## config.mk

```make
export PLATFORM = sky130hd
export DESIGN_NAME = ysyx_23060072_mem_arbiter
export DESIGN_NICKNAME = d
export VERILOG_FILES = /design/src/rtl/ysyx_23060072_mem_arbiter.sv
export SDC_FILE = /design/constraint.sdc
export NUM_CORES = 1
export LEC_CHECK = 0
export CAP_MARGIN = 20
export CELL_PAD_IN_SITES_DETAIL_PLACEMENT = 1
export CELL_PAD_IN_SITES_GLOBAL_PLACEMENT = 2
export CORE_MARGIN = 1
export CORE_UTILIZATION = 21
export DETAILED_ROUTE_END_ITERATION = 12
export PLACE_DENSITY = 0.81
export SYNTH_ARGS = -nofsm -noshare
export SYNTH_HDL_FRONTEND = slang
export SYNTH_SLANG_ARGS = --single-unit
```

## constraint.sdc

```tcl
create_clock -name clk -period 1.6 [get_ports clk]
set_input_delay 0.32 -clock clk [delete_from_list [all_inputs] [get_ports clk]]
set_output_delay 0.32 -clock clk [all_outputs]
set_load 0.005 [all_outputs]
```

## src/rtl/ysyx_23060072_mem_arbiter.sv

```systemverilog
// ----------------------------------------------------------------------------
// ysyx_23060072_mem_arbiter
//
// Shares one data-memory slave port between the instruction-fetch unit (IFU)
// and the load/store unit (LSU). One transaction is in flight at a time:
// round-robin grant in IDLE, the winning request is latched and presented to
// the slave in ISSUE, and WAIT holds until the slave responds. The response
// is then registered and routed back to the owner as a one-cycle strobe.
//
// Ports
//   clk, rst                 clock (posedge) and synchronous active-high reset
//   ifu_req_valid/ifu_addr   IFU read request; ifu_req_ready = accepted
//   ifu_rsp_valid/_data      IFU read response strobe and held data
//   lsu_req_valid/lsu_wen/lsu_addr/lsu_wdata/lsu_wmask
//                            LSU load/store request; lsu_req_ready = accepted
//   lsu_rsp_valid/_data      LSU response strobe; data is 0 for stores
//   mem_req_*/mem_wen/mem_addr/mem_wdata/mem_wmask
//                            request channel to the memory slave
//   mem_rsp_valid/_data      response channel from the memory slave
//   rsp_err                  response produced by timeout
//   busy                     arbiter is not IDLE
//
// Optional build macro
//   YSYX_23060072_MEM_ARB_TIMEOUT_EN : when defined, a WAIT lasting TIMEOUT
//   cycles without a slave response completes with 32'hDEAD_BEEF and
//   rsp_err=1. When undefined, WAIT waits indefinitely and rsp_err is 0.
// ----------------------------------------------------------------------------
module ysyx_23060072_mem_arbiter #(
   parameter int ADDR_W  = 32,
   parameter int DATA_W  = 32,
   parameter int TIMEOUT = 255
) (
   input  logic                clk,
   input  logic                rst,
   // IFU
   input  logic                ifu_req_valid,
   input  logic [ADDR_W-1:0]   ifu_addr,
   output logic                ifu_req_ready,
   output logic                ifu_rsp_valid,
   output logic [DATA_W-1:0]   ifu_rsp_data,
   // LSU
   input  logic                lsu_req_valid,
   input  logic                lsu_wen,
   input  logic [ADDR_W-1:0]   lsu_addr,
   input  logic [DATA_W-1:0]   lsu_wdata,
   input  logic [DATA_W/8-1:0] lsu_wmask,
   output logic                lsu_req_ready,
   output logic                lsu_rsp_valid,
   output logic [DATA_W-1:0]   lsu_rsp_data,
   // memory slave
   output logic                mem_req_valid,
   input  logic                mem_req_ready,
   output logic                mem_wen,
   output logic [ADDR_W-1:0]   mem_addr,
   output logic [DATA_W-1:0]   mem_wdata,
   output logic [DATA_W/8-1:0] mem_wmask,
   input  logic                mem_rsp_valid,
   input  logic [DATA_W-1:0]   mem_rsp_data,
   // status
   output logic                rsp_err,
   output logic                busy
);

   typedef enum logic [1:0] {
      ST_IDLE  = 2'd0,
      ST_ISSUE = 2'd1,
      ST_WAIT  = 2'd2
   } state_e;

   state_e              state_q, state_d;

   // Owner / last_grant encoding: 0 = IFU, 1 = LSU.
   logic                last_grant_q;
   logic                owner_q;

   // Latched request
   logic                wen_q;
   logic [ADDR_W-1:0]   addr_q;
   logic [DATA_W-1:0]   wdata_q;
   logic [DATA_W/8-1:0] wmask_q;

   // Registered responses
   logic                ifu_rsp_valid_q;
   logic [DATA_W-1:0]   ifu_rsp_data_q;
   logic                lsu_rsp_valid_q;
   logic [DATA_W-1:0]   lsu_rsp_data_q;

   logic                is_idle;
   logic                ifu_grant;
   logic                lsu_grant;
   logic                handshake;
   logic                rsp_done;
   logic                timeout_hit;

   assign is_idle = (state_q == ST_IDLE);

   // On a conflict the requester that did not win last time is preferred;
   // last_grant resets to IFU so the LSU wins the first conflict.
   assign ifu_grant = is_idle && ifu_req_valid && (!lsu_req_valid ||  last_grant_q);
   assign lsu_grant = is_idle && lsu_req_valid && (!ifu_req_valid || !last_grant_q);
   assign handshake = ifu_grant || lsu_grant;

   // Slave responses outside WAIT are ignored.
   assign rsp_done  = (state_q == ST_WAIT) && mem_rsp_valid;

`ifdef YSYX_23060072_MEM_ARB_TIMEOUT_EN
   localparam int CNT_W = ($clog2(TIMEOUT + 1) > 8) ? $clog2(TIMEOUT + 1) : 8;

   logic [CNT_W-1:0] cnt_q;
   logic             rsp_err_q;

   // Counter is 0 in the first WAIT cycle; firing at TIMEOUT-1 makes the
   // timeout response visible TIMEOUT cycles after entering WAIT.
   assign timeout_hit = (state_q == ST_WAIT) && (cnt_q == CNT_W'(TIMEOUT - 1));

   always_ff @(posedge clk) begin
      if (rst) begin
         cnt_q     <= '0;
         rsp_err_q <= 1'b0;
      end else begin
         if (state_q == ST_ISSUE && mem_req_ready) begin
            cnt_q <= '0;
         end else if (state_q == ST_WAIT) begin
            cnt_q <= cnt_q + 1'b1;
         end
         // A real response arriving with the timeout takes precedence.
         rsp_err_q <= timeout_hit && !rsp_done;
      end
   end

   assign rsp_err = rsp_err_q;
`else
   logic unused_cfg;
   assign unused_cfg  = (TIMEOUT == 0);
   assign timeout_hit = 1'b0;
   assign rsp_err     = 1'b0;
`endif

   // ---------------------------------------------------------------- state reg
   always_ff @(posedge clk) begin
      if (rst) begin
         state_q <= ST_IDLE;
      end else begin
         state_q <= state_d;
      end
   end

   // ---------------------------------------------------------- next-state comb
   always_comb begin
      state_d = state_q;
      unique case (state_q)
         ST_IDLE:  if (handshake)                  state_d = ST_ISSUE;
         ST_ISSUE: if (mem_req_ready)              state_d = ST_WAIT;
         ST_WAIT:  if (rsp_done || timeout_hit)    state_d = ST_IDLE;
         default:                                  state_d = ST_IDLE;
      endcase
   end

   // -------------------------------------------------------------- output comb
   always_comb begin
      ifu_req_ready = ifu_grant;
      lsu_req_ready = lsu_grant;
      mem_req_valid = (state_q == ST_ISSUE);
      busy          = !is_idle;
   end

   assign mem_wen       = wen_q;
   assign mem_addr      = addr_q;
   assign mem_wdata     = wdata_q;
   assign mem_wmask     = wmask_q;
   assign ifu_rsp_valid = ifu_rsp_valid_q;
   assign ifu_rsp_data  = ifu_rsp_data_q;
   assign lsu_rsp_valid = lsu_rsp_valid_q;
   assign lsu_rsp_data  = lsu_rsp_data_q;

   // ------------------------------------------------ request latch / response
   always_ff @(posedge clk) begin
      if (rst) begin
         last_grant_q    <= 1'b0;
         owner_q         <= 1'b0;
         wen_q           <= 1'b0;
         addr_q          <= '0;
         wdata_q         <= '0;
         wmask_q         <= '0;
         ifu_rsp_valid_q <= 1'b0;
         ifu_rsp_data_q  <= '0;
         lsu_rsp_valid_q <= 1'b0;
         lsu_rsp_data_q  <= '0;
      end else begin
         if (handshake) begin
            owner_q      <= lsu_grant;
            last_grant_q <= lsu_grant;
            if (lsu_grant) begin
               wen_q   <= lsu_wen;
               addr_q  <= lsu_addr;
               wdata_q <= lsu_wdata;
               wmask_q <= lsu_wmask;
            end else begin
               wen_q   <= 1'b0;
               addr_q  <= ifu_addr;
               wdata_q <= '0;
               wmask_q <= '0;
            end
         end

         // Strobes are single-cycle; data registers hold until overwritten.
         ifu_rsp_valid_q <= 1'b0;
         lsu_rsp_valid_q <= 1'b0;

         if (rsp_done) begin
            if (owner_q) begin
               lsu_rsp_valid_q <= 1'b1;
               lsu_rsp_data_q  <= wen_q ? '0 : mem_rsp_data;
            end else begin
               ifu_rsp_valid_q <= 1'b1;
               ifu_rsp_data_q  <= mem_rsp_data;
            end
         end else if (timeout_hit) begin
            if (owner_q) begin
               lsu_rsp_valid_q <= 1'b1;
               lsu_rsp_data_q  <= DATA_W'(32'hDEAD_BEEF);
            end else begin
               ifu_rsp_valid_q <= 1'b1;
               ifu_rsp_data_q  <= DATA_W'(32'hDEAD_BEEF);
            end
         end
      end
   end

endmodule

```

==> metrics.csv <==
metric,value,unit
hp-start,rst,
clkTransAtPathRegs,0.06,ns
clock_latency,0.42,ns
worstSetupPathType,register to output port,
dr.first_iter.drc_count,191,
io_pins,279,
clock-sinks,138,
worst_setup_path_end_kind,output port,
numPortBuffers,277,
setup.worst_path.start_class,register,
hold_class,input port to register,
violations,negative setup slack,
dp_slack,-0.485,ns
grt_overflow_total,0,
cap_violations,0,
avgSynthCellArea,8.71,µm²
die_w,160,µm
setup_violations,16,
fin_crit,1.67,ns
grt_pass1_wl,33900,µm
post-route-period-util,104,%
fmax,598,MHz
antenna_found_initial,0,
grt_pass1_vias,5865,
viasPerCell,4.73,
vias,5816,
skew,0.0111,ns
grtUsageTotal,16.8,%
outcome,"complete, but fails checks",
ys_ff_latch,138,
rrSetupSlack,-0.06,ns
root_buffer,clkbuf_16,
required,1.28,ns
postCtsHoldBufs,0,
hpwl,14500,µm
wl_per_cell,18.8,µm
final_common_cell,clkdlybuf4s50_1,
route.detailed.drc,0,
htreeDepth,4,
seq_area_frac_synth,52.5,%
grt_max_degree,57,
syn_nets,743,
ctsLongestPathBuffers,2,
rr_endpoint,mem_wdata[26],
p_leak,0.00461,µW
die_area,0.0257,mm²
whs_path_depth,3,
first_pass_iters,4,
netlist-cell-type-count,30,
start_util,21.5,%
ant_nets,0,
num-fill-cells,2707,
power_density,945,mW/mm²
min_to,ifu_rsp_data[2],
cts_tree,built,
postSynthCellCount,604,
core_area,0.0245,mm²
timing.rr.start,state_q[1],
slew_viol_final,0,
syn_to_final_growth,95.9,%
ys_warn_count,0,
ir_drop,0.000570,V
gp_congestion,0.734,
syn_area,0.00526,mm²
numCtsBuffers,17,
fin_util,42.1,%
fin_ws,-0.0716,ns
rsz0062_at_grt,yes,
fin_nets,1032,
r2r_cells,8,
final_hold_viol_count,0,
die_height,160,µm
crit_fanout,2,
drt_wl_total,23100,µm
worstPathArrival,1.35,ns
diodes,0,
layout_common_cells,"142 x clkdlybuf4s50_1, 115 x dfxtp_1, 89 x dlygate4sd2_1",
fp-row-count,57,
drive_gt1_share,26.2,%
[cell usage after synthesis (all sizes together)]
cell type    n  area [µm²]
a21oi      103         515
o21ba        1        10.0
nor4bb       1        10.0
nor2b        1        6.26
and2         1        6.26
nor2         8        40.0
dfxtp      138        2760
nor3b        1        18.8
nor3         1        5.00
o21ai       69         345
nand3       69         345
clkbuf      34         128
a22o        32         280
nand2b       2        12.5
buf         34         168
inv          2        7.50
a22oi        1        7.51
or3b         1        8.76
conb         1        3.75
nand4bb      1        11.3
or2          1        6.26
nor4         1        21.3
a311oi      33         289
nand2       68         255
[logic make-up after synthesis]
group | count (synthesis) | synth area share [%]
AOI/OAI and AO/OA | 239 | 27.5
and+or+nand+nor | 156 | 14.2
DFF | 138 | 52.5
buffers and inverters | 70 | 5.75
other | 1 | 0.0712
[metrics by stage]
stage / hold WS [ns] / TNS, ns / total power [µW] / instance area (µm²) / std cells
6_report: 0.408 / -0.335 / 9740 / 10300 / 1230
5_1_grt: 0.410 / -3.62 / 10200 / 10300 / 1230
4_1_cts: 0.378 / -0.198 / 9530 / 9300 / 1220
3_5_place_dp: 0.449 / -34.28 / 5550 / 8660 / 1178
3_3_place_gp: 0.442 / -27.84 / 5540 / 8660 / 1178
2_1_floorplan: 0.435 / 0 / 4430 / 5260 / 604
[where the power goes]
group          switching (µW)  internal (µW)
logic                    1010           1100
registers                95.7           3630
clock network            1690           2220
total                    2790           6950
[final cells by class]
cell class | instances | area, µm² | area share, %
Clock buffer | 19 | 443 | 4.30
Clock inverter | 13 | 133 | 1.29
Inverter | 2 | 12.5 | 0.121
Multi-Input combinational cell | 396 | 2920 | 28.3
Sequential cell | 138 | 2790 | 27.1
Tap cell | 324 | 405 | 3.93
Timing Repair Buffer | 338 | 3610 | 35.0
[metal layers]
metal | share of wire [%] | global-route usage, %
met5 | 0 | 0
met4 | 2.0 | 5.06
met3 | 6.4 | 5.14
met2 | 50 | 28.4
met1 | 42 | 20.5
[state kept, by name, indices dropped and copies added, names as in the netlist]
signal and flops:
ifu_rsp_data 32, lsu_rsp_data 32, mem_wmask 4, lsu_rsp_valid 1, mem_wdata 32, mem_wen 1, owner_q 1, ifu_rsp_valid 1
mem_addr 32, state_q 2
[how the worst max path moves through the flow]
stage | from | endpoint | slack (ns) | depth (start not counted)
finish | state_q[0] | lsu_req_ready | -0.07 | 3
global route | state_q[1] | lsu_req_ready | -0.16 | 3
CTS | state_q[0] | ifu_req_ready | -0.08 | 5
detailed placement | lsu_req_valid | lsu_req_ready | -0.48 | 4
global placement | lsu_req_valid | lsu_req_ready | -0.49 | 4
floorplan | state_q[1] | lsu_req_ready | 0.1 | 4
[worst max-delay path, stage by stage (launching register included)]
cell and delay [ns]:
dfxtp_2 0.34, or3b_4 0.40, nor2_2 0.10, buf_2 0.11
[what timing repair did]
item                                    4_1_cts  5_1_grt
endpoints found under the setup margin      195      151
cloned                                        2        8
resized for setup                           131      194
buffers inserted                              8        5
pin swaps                                    13       85
Note: power is estimated with default switching activity, not from simulation.
